$ cat src/rtl/lvds_tx.sv
// Serializes 32-bit I/Q frames from the TX FIFO into 2-bit DDR pairs, MSB pair first.
// Frames are 16 clocks; enable/FIFO decisions happen at phase 14, loads at the 15->0 boundary.
module lvds_tx #(
  parameter int unsigned UNDERRUN_W = 8,
  parameter logic [31:0] IDLE_FRAME = 32'h8000_4000
) (
  input  logic                  i_ddr_clk,
  input  logic                  i_rst,
  input  logic                  i_tx_en,
  input  logic                  i_fifo_empty,
  output logic                  o_fifo_pull,
  input  logic [31:0]           i_fifo_data,
  output logic [1:0]            o_ddr_data,
  output logic                  o_busy,
  output logic                  o_frame_start,
  input  logic                  i_clr_underrun,
  output logic [UNDERRUN_W-1:0] o_underrun_cnt
);

  localparam logic [3:0]            PH_DECIDE = 4'd14;
  localparam logic [3:0]            PH_LAST   = 4'd15;
  localparam logic [31:0]           SYNC_KEEP = 32'h3FFF_3FFF;
  localparam logic [31:0]           SYNC_BITS = 32'h8000_4000;
  localparam logic [UNDERRUN_W-1:0] CNT_MAX   = '1;

  typedef enum logic {IDLE, RUN} state_t;

  state_t      state;
  logic [3:0]  r_phase;
  logic [31:0] r_sreg;
  logic        r_en;
  logic        r_pulled;

  // Phase counter, frame decision, shift register and underrun counter.
  always_ff @(posedge i_ddr_clk) begin
    if (i_rst) begin
      state          <= IDLE;
      r_phase        <= 4'd0;
      r_sreg         <= 32'h0;
      r_en           <= 1'b0;
      r_pulled       <= 1'b0;
      o_fifo_pull    <= 1'b0;
      o_frame_start  <= 1'b1;
      o_underrun_cnt <= '0;
    end else begin
      r_phase       <= r_phase + 4'd1;
      o_frame_start <= (r_phase == PH_LAST);
      o_fifo_pull   <= 1'b0;

      if (r_phase == PH_DECIDE) begin
        r_en        <= i_tx_en;
        r_pulled    <= i_tx_en & ~i_fifo_empty;
        o_fifo_pull <= i_tx_en & ~i_fifo_empty;
      end

      if (r_phase == PH_LAST) begin
        state <= r_en ? RUN : IDLE;
        if (!r_en)
          r_sreg <= 32'h0;
        else if (r_pulled)
          r_sreg <= (i_fifo_data & SYNC_KEEP) | SYNC_BITS;
        else
          r_sreg <= IDLE_FRAME;
      end else begin
        r_sreg <= {r_sreg[29:0], 2'b00};
      end

      // Clear wins over a same-cycle increment; the count saturates at all-ones.
      if (i_clr_underrun)
        o_underrun_cnt <= '0;
      else if ((r_phase == PH_LAST) && r_en && !r_pulled && (o_underrun_cnt != CNT_MAX))
        o_underrun_cnt <= o_underrun_cnt + UNDERRUN_W'(1);
    end
  end

  assign o_ddr_data = r_sreg[31:30];
  assign o_busy     = (state == RUN);

endmodule

$ cat config.mk
export PLATFORM = sky130hd
export DESIGN_NAME = lvds_tx
export DESIGN_NICKNAME = d
export VERILOG_FILES = /design/src/rtl/lvds_tx.sv
export SDC_FILE = /design/constraint.sdc
export NUM_CORES = 1
export LEC_CHECK = 0
export CORE_MARGIN = 3
export CORE_UTILIZATION = 52
export CTS_BUF_LIST = sky130_fd_sc_hd__clkbuf_4 sky130_fd_sc_hd__clkbuf_8
export DETAILED_ROUTE_END_ITERATION = 8
export PLACE_DENSITY_LB_ADDON = 0.25
export RECOVER_POWER = 100
export SYNTH_ARGS = -nofsm -noshare
export SYNTH_HDL_FRONTEND = slang
export SYNTH_SLANG_ARGS = --single-unit
$ cat constraint.sdc
create_clock -name i_ddr_clk -period 2.65 [get_ports i_ddr_clk]
set_clock_uncertainty 0.15 [all_clocks]
set_input_delay 0.6625 -clock i_ddr_clk [delete_from_list [all_inputs] [get_ports i_ddr_clk]]
set_output_delay 0.6625 -clock i_ddr_clk [all_outputs]
set_load 0.02 [all_outputs]
Word-level counts from Yosys, hierarchy flattened
Index checks and enable logic that the tools add are counted.

cells by class
  add/subtract/negate cells = 2
  eq/ne operators = 3
  mux-type cells = 4
  bitwise operators = 6
  reduce and logical (&&, ||, !) cells = 7

operators by type and width
  cell                 count
  $mux 32              2
  $mux 30              1
  $add 8x1->8 const B  1
  $eq 4x4->1 const B   2
  $ne 8x8->1 const B   1
  $not 1->1            5
  $add 4x1->4 const B  1
  $reduce_or 2->1      2
  $reduce_or 4->1      1
  $logic_and 1x1->1    3
  $and 1x1->1          1
  $logic_not 1->1      1
  $mux 1               1

storage, ports and cells
  flip-flop bits (word level) = 49
  input bits = 37
  logic and storage cells = 31

Logic depth before layout (Yosys ltp)
Gate-level depths: netlist of run 1.

  depth after elaboration = 4
  gate-level depth with buffers = 7
  mapped depth without buffers = 6

Worst setup path after synthesis of run 1
OpenSTA, ideal clock, no wires.

  path type = reg-to-reg
  start = reg o_underrun_cnt[0]
  end = reg o_underrun_cnt[5]
  setup time = 0.128 ns
  arrival = 1.530 ns
  required time = 2.372 ns
  path slack = 0.841 ns
  stages on the path, launching flop included = 6
  path buffers = 0
  period minus slack after synthesis = 1.809 ns
  cells stage by stage = dfxtp_1 -> ha_1 -> and3_2 -> a2111oi_4 -> a31o_1 -> a21oi_1

on the way
  longest elaborated chain between the ends = 2
  elaborated cells on any way between the ends = 3
  classes of those cells = add/sub (1); eq/ne (1); reduce/logical (1)

RTL lines
  element                                                              line  RTL
  start: declaration                                                   17    output logic [UNDERRUN_W-1:0] o_underrun_cnt
  start signal: assignment                                             72    o_underrun_cnt <= o_underrun_cnt + UNDERRUN_W'(1);
  parallel branches: the longest is 2 deep, another holds $add 8x1->8  --

Several ways; the timed one is not identified.
A chain may end at the register's enable or synchronous reset.

Worst setup path in the final report of run 1
  start = reg o_underrun_cnt[4]
  end = out o_underrun_cnt[4]

No word-level cell between the ends.

==> results of run 1 <==
sequential cells by signal, summed over array words and instances, names as in the netlist:
name and flops:
r_sreg 32, r_en 1, r_pulled 1, r_phase 4, o_frame_start 1, o_busy 1, o_underrun_cnt 8, o_fifo_pull 1
power breakdown:
part / total [mW] / switching (mW) / internal, mW / leakage (nW)
Clock: 0.441 / 0.229 / 0.211 / 0.0459
Combinational: 0.0709 / 0.0237 / 0.0472 / 0.481
Sequential: 0.746 / 0.00461 / 0.741 / 0.395
Total: 1.26 / 0.258 / 1.00 / 0.923
per-layer routing:
layer | vias up | share of wire, %
met1 | 587 | 42
met2 | 35 | 49
met3 | 6 | 6.9
li1 | 631 | -
met4 | 0 | 1.9
met5 | - | 0
stage by stage:
stage	instance area (sq um)	power, mW	instances
3_3_place_gp	2206	0.8361	229
4_1_cts	2290	1.279	237
2_1_floorplan	1750	0.7812	149
6_report	2230	1.257	237
3_5_place_dp	2206	0.8391	229
5_1_grt	2230	1.310	237
placed cells by master (no fill, tap or decap), types with 2 or more instances in the layout:
| cell | count |
|---|---|
| mux2i_1 | 2 |
| inv_1 | 4 |
| nor2_1 | 12 |
| a2111oi_0 | 2 |
| and3_1 | 3 |
| xnor2_1 | 4 |
| a31oi_1 | 2 |
| ha_1 | 3 |
| nand2_1 | 2 |
| nand4_1 | 2 |
| nand3_1 | 4 |
| clkdlybuf4s50_1 | 31 |
| nor4_1 | 2 |
| a21o_1 | 3 |
| dlygate4sd3_1 | 14 |
| clkbuf_4 | 6 |
| a21oi_1 | 3 |
| a22o_1 | 26 |
| dfxtp_1 | 49 |
final cells by class:
type / count / share of cell area [%]
Inverter: 4 / 0.6734
Clock buffer: 6 / 2.020
Clock inverter: 2 / 1.740
Tap cell: 44 / 2.469
Timing Repair Buffer: 46 / 20.43
Sequential cell: 49 / 44.00
Multi-Input combinational cell: 86 / 28.68
logic make-up after synthesis:
kind of cell | count (synthesis)
flip-flops | 49
AO/OA/AOI/OAI | 40
AND/OR/NAND/NOR | 36
buffers and inverters | 14
XOR/XNOR | 5
adder cells (fa/ha/maj) | 3
multiplexers | 2
final timing paths:
check / end / slack [ps] / cells past startpoint
hold / removal: r_sreg[31]$_SDFF_PP0_ / 300 / 1
setup / recovery: o_underrun_cnt[4] / 270 / 1
setup reg to reg: o_underrun_cnt[5]$_SDFFE_PP0P_ / 300 / 5
hold reg to reg: r_sreg[31]$_SDFF_PP0_ / 300 / 1
==> impl_metrics.toml, run 1 <==
[yosys]
synth-compound-area-share_pct = 20.51
synthArstFlopShare_pct = 0
ys_warn_count = 0
yosysTopAreaCell = "dfxtp_1"
synth_nets = 189
yosysTopAreaCellShare_pct = 56.04
yosysSeqAreaShare_pct = 56.04
yosys_register_bits = 49
synth_xor_area_share_pct = 2.502
muxShareOfSynthArea_pct = 1.144
synth_top_family_by_area = "compound AO/OA/AOI/OAI gates"
synth.avg_cell_area_sq_um = 11.75
netlist_instances = 149
synthAdderAreaFrac_pct = 2.144
synth_edf_count = 0
ys_types = 39
ys_top_cells_by_area = "dfxtp_1, a22o_1, nor2_1"
synthFlopType = "dfxtp_1"
synth_most_common_cell = "dfxtp_1"
yosys.area_share.simple_pct = 12.44
yosys-top-cells-count = "dfxtp_1, a22o_1, nor2_1"
netlist_area_sq_um = 1750

[sta]
layout_min_cycle_time_ps = 2379
max_freq_mhz = 420.3
slew_headroom_pct = 30.98
rsz0062_at_grt = "no"
setup_viol = 0
setup_total_negative_slack_ps = 0
slew_viol_final = 0
timing.hold.ws_ps = 296.3
worst_slew_pin_slew_ps = 1009
finalHoldViolations = 0
min_period_over_period_pct = 89.79
fin_ws_ps = 270.6

[final_layout]
multi_input_area_sq_um = 639.4
final_core_util_pct = 71.28
fin_nets = 232
n_antenna_cell = 0
seqCellArea_sq_um = 980.9
drive_above_1_share_pct = 6.736
area_delta_synth_final_pct = 27.38
num-fill-cells = 233

[setup_path]
crit_path_max_incr_delay_ps = 720
cp_cell_sequence = "dlygate4sd3_1"
cp_max_fo = 7
critical_path_class = "reg2out"
crit_path_start_kind = "register"
crit_start = "o_underrun_cnt[4]$_SDFFE_PP0P_"
cp-end-kind = "output port"
critPathTopFamily = "buffers and inverters"
critPathSlowestCell = "dlygate4sd3_1"
reg2reg_from = "o_underrun_cnt[0]$_SDFFE_PP0P_"
worstPathRequired_ps = 1840
worstPathArrival_ps = 1570
crit_buf_inv = 1

[place]
gp_congestion = 0.7801
io_buffers = 45
pre_cts_slack_ps = 332.5
dp_hpwl_mm = 2.484

[global_route]
overflow = 0
grtUsageMet1_pct = 22.62
grt_pass1_wl_mm = 5.796
busiest_layer = "met2"
use_met3_pct = 5.272
grt_max_degree = 33
grt_antenna_before_repair = 0
grt_pass1_vias = 1262
grt_use_total_pct = 18.77
grtUsageMet2_pct = 29.55

[clock_network]
ctsResizeCount = 0
cts_tree = "built"
htree_num_levels = 2
cts.path.max_buffers = 2
clkSinkCount = 49
cts_inserted_buffers = 5
cts_root_buf = "clkbuf_4"
clk_latency_ps = 360
post_cts_buffers = 0
cts-hold-fix-buffers = 0
cts.clk_slew.worst_paths_ps = 130

[drt]
wl_mm = 3.423
first_pass_iters = 4
drtIter0Drc = 86
via_count = 1259
final_antenna_net_count = 0
routedWlPerCell_um = 14.44
drc = 0
post_drt_via_cell_ratio = 5.312

[die]
io_pins = 50
die_area_sq_um = 4099
core.rowCount = 20
die_h_um = 64.02
die_x_um = 64.02
initial_core_util_pct = 55.96
core_sq_um = 3128

[power_and_ir_drop]
power_density_nw_per_um2 = 564.0
power_leakage_nw = 0.9227
peakVddDrop_mv = 0.4793

[flow_run]
cap_violations = 0

[hold_path]
min_path_type = "reg2reg"
min-delay-start = "r_sreg[29]$_SDFF_PP0_"

[outcome]
outcome = "completed"
(Power assumes the default switching activity.)
==> run 2: changes to the inputs <==
--- a/config.mk
+++ b/config.mk
@@ -6,8 +6,8 @@
 export NUM_CORES = 1
 export LEC_CHECK = 0
 export CORE_MARGIN = 3
-export CORE_UTILIZATION = 52
-export CTS_BUF_LIST = sky130_fd_sc_hd__clkbuf_4 sky130_fd_sc_hd__clkbuf_8
+export CORE_UTILIZATION = 46
+export CTS_BUF_LIST = sky130_fd_sc_hd__clkbuf_16
 export DETAILED_ROUTE_END_ITERATION = 8
 export PLACE_DENSITY_LB_ADDON = 0.25
 export RECOVER_POWER = 100
==> constraint.sdc (replaced) <==
create_clock -name i_ddr_clk -period 2.5 [get_ports i_ddr_clk]
set_clock_uncertainty 0.15 [all_clocks]
set_input_delay 0.625 -clock i_ddr_clk [delete_from_list [all_inputs] [get_ports i_ddr_clk]]
set_output_delay 0.625 -clock i_ddr_clk [all_outputs]
set_load 0.02 [all_outputs]
==> impl_metrics.toml, run 2 (synthesis gave the netlist of run 1 again) <==
[outcome]
outcome = "completed"

[sta]
min_period_over_period_pct = 88.47
slew_headroom_pct = 69.07
max_freq_mhz = 452.1
finalHoldViolations = 0
rsz0062_at_grt = "no"
worst_slew_pin_slew_ps = 464.0
setup_viol = 0
timing.hold.ws_ps = 282.4
setup_total_negative_slack_ps = 0
layout_min_cycle_time_ps = 2212
slew_viol_final = 0

[final_layout]
largest_register = "r_sreg"
multi_input_area_sq_um = 676.9
final_common_cell = "dfxtp_1"
largest_register_ffs = 32
area_delta_synth_final_pct = 34.17
num-fill-cells = 275
final_cell_mix = "dfxtp_1, clkdlybuf4s50_1, a22o_1"
seqCellArea_sq_um = 980.9
top_regs = "r_sreg (32), o_underrun_cnt (8), r_phase (4)"
drive_above_1_share_pct = 8.808
fin_nets = 232
stdcell_area_sq_um = 2349
n_antenna_cell = 0
final_cells = 239

[die]
core.rowCount = 21
core_sq_um = 3495
die_area_sq_um = 4581
initial_core_util_pct = 50.09
io_pins = 50
die_h_um = 67.69
die_x_um = 67.69

[drt]
wl_mm = 3.385
drc = 0
routedWlPerCell_um = 14.16
via_count = 1239
post_drt_via_cell_ratio = 5.184
drtIter0Drc = 69
final_antenna_net_count = 0
first_pass_iters = 4

[clock_network]
cts_tree = "built"
cts-hold-fix-buffers = 0
cts.path.max_buffers = 2
clkSinkCount = 49
cts.clk_slew.worst_paths_ps = 70
cts_root_buf = "clkbuf_16"
cts_inserted_buffers = 5
post_cts_buffers = 0
ctsResizeCount = 0
htree_num_levels = 2
clk_latency_ps = 280

[global_route]
overflow = 0
grt_antenna_before_repair = 0
grt_use_total_pct = 16.37
grt_pass1_wl_mm = 5.471
grt_max_degree = 33
grt_pass1_vias = 1190

[setup_path]
worstPathRequired_ps = 1730
critical_path_class = "reg2out"
reg2reg_slack_ps = 530
cp-end-kind = "output port"
worstPathArrival_ps = 1440
cp_cell_sequence = "dlygate4sd3_1"
cp_max_fo = 7
critPathSlowestCell = "dlygate4sd3_1"
crit_path_start_kind = "register"
crit_path_max_incr_delay_ps = 720
reg2reg_depth = 5
reg2reg_from = "r_phase[0]$_SDFF_PP0_"
r2r-end = "r_sreg[7]$_SDFF_PP0_"
critPathTopFamily = "buffers and inverters"
crit_buf_inv = 1

[place]
dp_hpwl_mm = 2.362
io_buffers = 45
dpl-instance-area_sq_um = 2208
dp.cells = 231
gp_congestion = 0.7475

[hold_path]
min-delay-start = "r_sreg[29]$_SDFF_PP0_"
worstHoldPathCells = 1
holdPathEnd = "r_sreg[31]$_SDFF_PP0_"
min_path_type = "reg2reg"

[power_and_ir_drop]
power_density_nw_per_um2 = 648.9
power_leakage_nw = 0.9572
peakVddDrop_mv = 0.3661

[flow_run]
cap_violations = 0
[run 2: changes by cell type in the layout (fill, tap and decap cells not counted), sizes merged]
cell | previous run | this run
clkbuf | 7 | 5
clkinv | 1 | 3
buf | 0 | 1
bufinv | 1 | 0
[run 2: area by class of cell]
class	count	share of cell area (%)
flip-flops and latches	49	41.77
well taps	46	2.451
inverters	4	0.6393
multi-input cells	86	28.82
clock buffers	5	5.328
clock inverters	3	0.9590
repair buffers	46	20.03
[run 2: worst max-delay path by stage]
stage	startpoint	end	slack, ps	cells after the start
floorplan	o_underrun_cnt[0]$_SDFFE_PP0P_	o_underrun_cnt[5]$_SDFFE_PP0P_	690	5
global route	i_rst	r_sreg[7]$_SDFF_PP0_	180	4
CTS	o_underrun_cnt[3]$_SDFFE_PP0P_	o_underrun_cnt[3]	330	1
global placement	i_rst	r_sreg[7]$_SDFF_PP0_	210	4
finish	o_underrun_cnt[4]$_SDFFE_PP0P_	o_underrun_cnt[4]	290	1
detailed placement	i_rst	r_sreg[7]$_SDFF_PP0_	170	4
[run 2: report_power, final]
| group | internal (mW) | switching (mW) |
|---|---|---|
| Clock | 0.372 | 0.282 |
| Combinational | 0.0528 | 0.0268 |
| Sequential | 0.785 | 0.00489 |
[run 2: per-layer routing]
metal	track usage, %	part of all wire, %
met1	19.98	43
met3	5.158	6.1
met5	0	0
met4	6.076	1.0
met2	26.85	49
[run 2: through the flow]
stage | util (%) | total power, mW | setup WS, ps
after floorplan | - | 0.8281 | 691.5
after global placement | 63.19 | 0.8869 | 211.0
after detailed placement | 63.19 | 0.8892 | 166.4
after CTS | 67.42 | 1.536 | 333.8
after global routing | 67.20 | 1.582 | 183.5
final | 67.20 | 1.524 | 288.2
==> run 3: changes to the inputs <==
--- a/config.mk
+++ b/config.mk
@@ -7,7 +7,6 @@
 export LEC_CHECK = 0
 export CORE_MARGIN = 3
 export CORE_UTILIZATION = 46
-export CTS_BUF_LIST = sky130_fd_sc_hd__clkbuf_16
 export DETAILED_ROUTE_END_ITERATION = 8
 export PLACE_DENSITY_LB_ADDON = 0.25
 export RECOVER_POWER = 100
==> impl_metrics.toml, run 3 (synthesis gave the netlist of run 1 again) <==
[drt]
first_pass_iters = 4
final_antenna_net_count = 0
drtIter0Drc = 71
post_drt_via_cell_ratio = 5.126
routedWlPerCell_um = 13.89
drc = 0
via_count = 1225
wl_mm = 3.320

[clock_network]
cts.clk_slew.worst_paths_ps = 90
cts.path.max_buffers = 2
cts_inserted_buffers = 5
clk_latency_ps = 300
htree_num_levels = 2
ctsResizeCount = 0
cts_root_buf = "clkbuf_8"
post_cts_buffers = 0
cts-hold-fix-buffers = 0
cts_tree = "built"
clkSinkCount = 49

[sta]
setup_total_negative_slack_ps = 0
worst_slew_pin_slew_ps = 674.6
layout_min_cycle_time_ps = 2242
finalHoldViolations = 0
slew_headroom_pct = 54.92
slew_viol_final = 0
setup_viol = 0
max_freq_mhz = 446.0
min_period_over_period_pct = 89.69
fin_ws_ps = 257.8
timing.hold.ws_ps = 291.2
rsz0062_at_grt = "no"

[setup_path]
reg2reg_depth = 5
reg2reg_from = "o_underrun_cnt[0]$_SDFFE_PP0P_"
crit_buf_inv = 1
worstSetupEndpoint = "o_underrun_cnt[4]"
cp_cell_sequence = "dlygate4sd3_1"
critPathSlowestCell = "dlygate4sd3_1"
crit_start = "o_underrun_cnt[4]$_SDFFE_PP0P_"
crit_path_start_kind = "register"
worstPathRequired_ps = 1730
critical_path_class = "reg2out"
cp_max_fo = 7
worstPathArrival_ps = 1470
critPathTopFamily = "buffers and inverters"
crit_path_max_incr_delay_ps = 720
reg2reg_slack_ps = 420
r2r-end = "o_underrun_cnt[5]$_SDFFE_PP0P_"
cp-end-kind = "output port"
cp.depth = 1

[final_layout]
stdcell_area_sq_um = 2257
final_common_cell = "dfxtp_1"
largest_register = "r_sreg"
largest_register_ffs = 32
area_delta_synth_final_pct = 28.95
fin_nets = 232
seqCellArea_sq_um = 980.9
multi_input_area_sq_um = 641.9
final_cell_mix = "dfxtp_1, clkdlybuf4s50_1, a22o_1"
num-fill-cells = 292
top_regs = "r_sreg (32), o_underrun_cnt (8), r_phase (4)"
n_antenna_cell = 0
drive_above_1_share_pct = 6.736
final_core_util_pct = 64.59

[place]
gp_congestion = 0.7475
io_buffers = 45
dp_hpwl_mm = 2.362
pre_cts_slack_ps = 166.4
dpl-instance-area_sq_um = 2208

[outcome]
outcome = "completed"

[global_route]
grt_max_degree = 33
overflow = 0
grt_use_total_pct = 16.24
grt_antenna_before_repair = 0
grt_pass1_wl_mm = 5.388
grt_pass1_vias = 1165

[power_and_ir_drop]
peakVddDrop_mv = 0.3665
power_density_nw_per_um2 = 588.9
power_leakage_nw = 0.9307

[flow_run]
cap_violations = 0

[die]
io_pins = 50
die_area_sq_um = 4581
core_sq_um = 3495
die_x_um = 67.69
core.rowCount = 21
die_h_um = 67.69
initial_core_util_pct = 50.09

[hold_path]
min_path_type = "reg2reg"
## run 3: cell counts in the layout (fill, tap and decap cells not counted)
Identical to the previous run, type by type.
## run 3: how the worst min path moves through the flow
stage,from,end,slack (ps),depth (start not counted)
6_report,r_sreg[29]$_SDFF_PP0_,r_sreg[31]$_SDFF_PP0_,290,1
5_1_grt,r_sreg[12]$_SDFF_PP0_,r_sreg[14]$_SDFF_PP0_,320,1
4_1_cts,r_sreg[29]$_SDFF_PP0_,r_sreg[31]$_SDFF_PP0_,290,1
3_5_place_dp,r_sreg[29]$_SDFF_PP0_,r_sreg[31]$_SDFF_PP0_,260,1
3_3_place_gp,r_sreg[29]$_SDFF_PP0_,r_sreg[31]$_SDFF_PP0_,260,1
2_1_floorplan,r_sreg[12]$_SDFF_PP0_,r_sreg[14]$_SDFF_PP0_,250,1
## run 3: final cells by class
class / instances / share of cell area [%]
Tap cell: 46 / 2.550
Clock inverter: 3 / 0.9978
Multi-Input combinational cell: 86 / 28.44
Sequential cell: 49 / 43.46
Inverter: 4 / 0.6652
Timing Repair Buffer: 46 / 20.84
Clock buffer: 5 / 3.049
## run 3: metrics by stage
stage | std cells | power [mW]
2_1_floorplan | 149 | 0.8281
3_3_place_gp | 231 | 0.8869
3_5_place_dp | 231 | 0.8892
4_1_cts | 239 | 1.341
5_1_grt | 239 | 1.380
6_report | 239 | 1.329
## run 3: worst register-to-register path, stage by stage (launching register included)
cell and delay (ps):
dfxtp_1 350, ha_1 260, and3_2 250, a2111oi_1 670, nand4_1 190, a21oi_1 160
## run 3: metal layers
metal	track usage, %	share of wire, %	up-vias
met3	5.158	5.3	5
met2	25.52	47	26
li1	-	-	623
met1	20.41	46	571
met4	6.835	1.5	0
met5	0	0	-
## run 3: report_power, final
part / switching [mW] / internal, mW
Combinational: 0.0261 / 0.0527
Clock: 0.262 / 0.199
Sequential: 0.00482 / 0.785
Total: 0.293 / 1.04
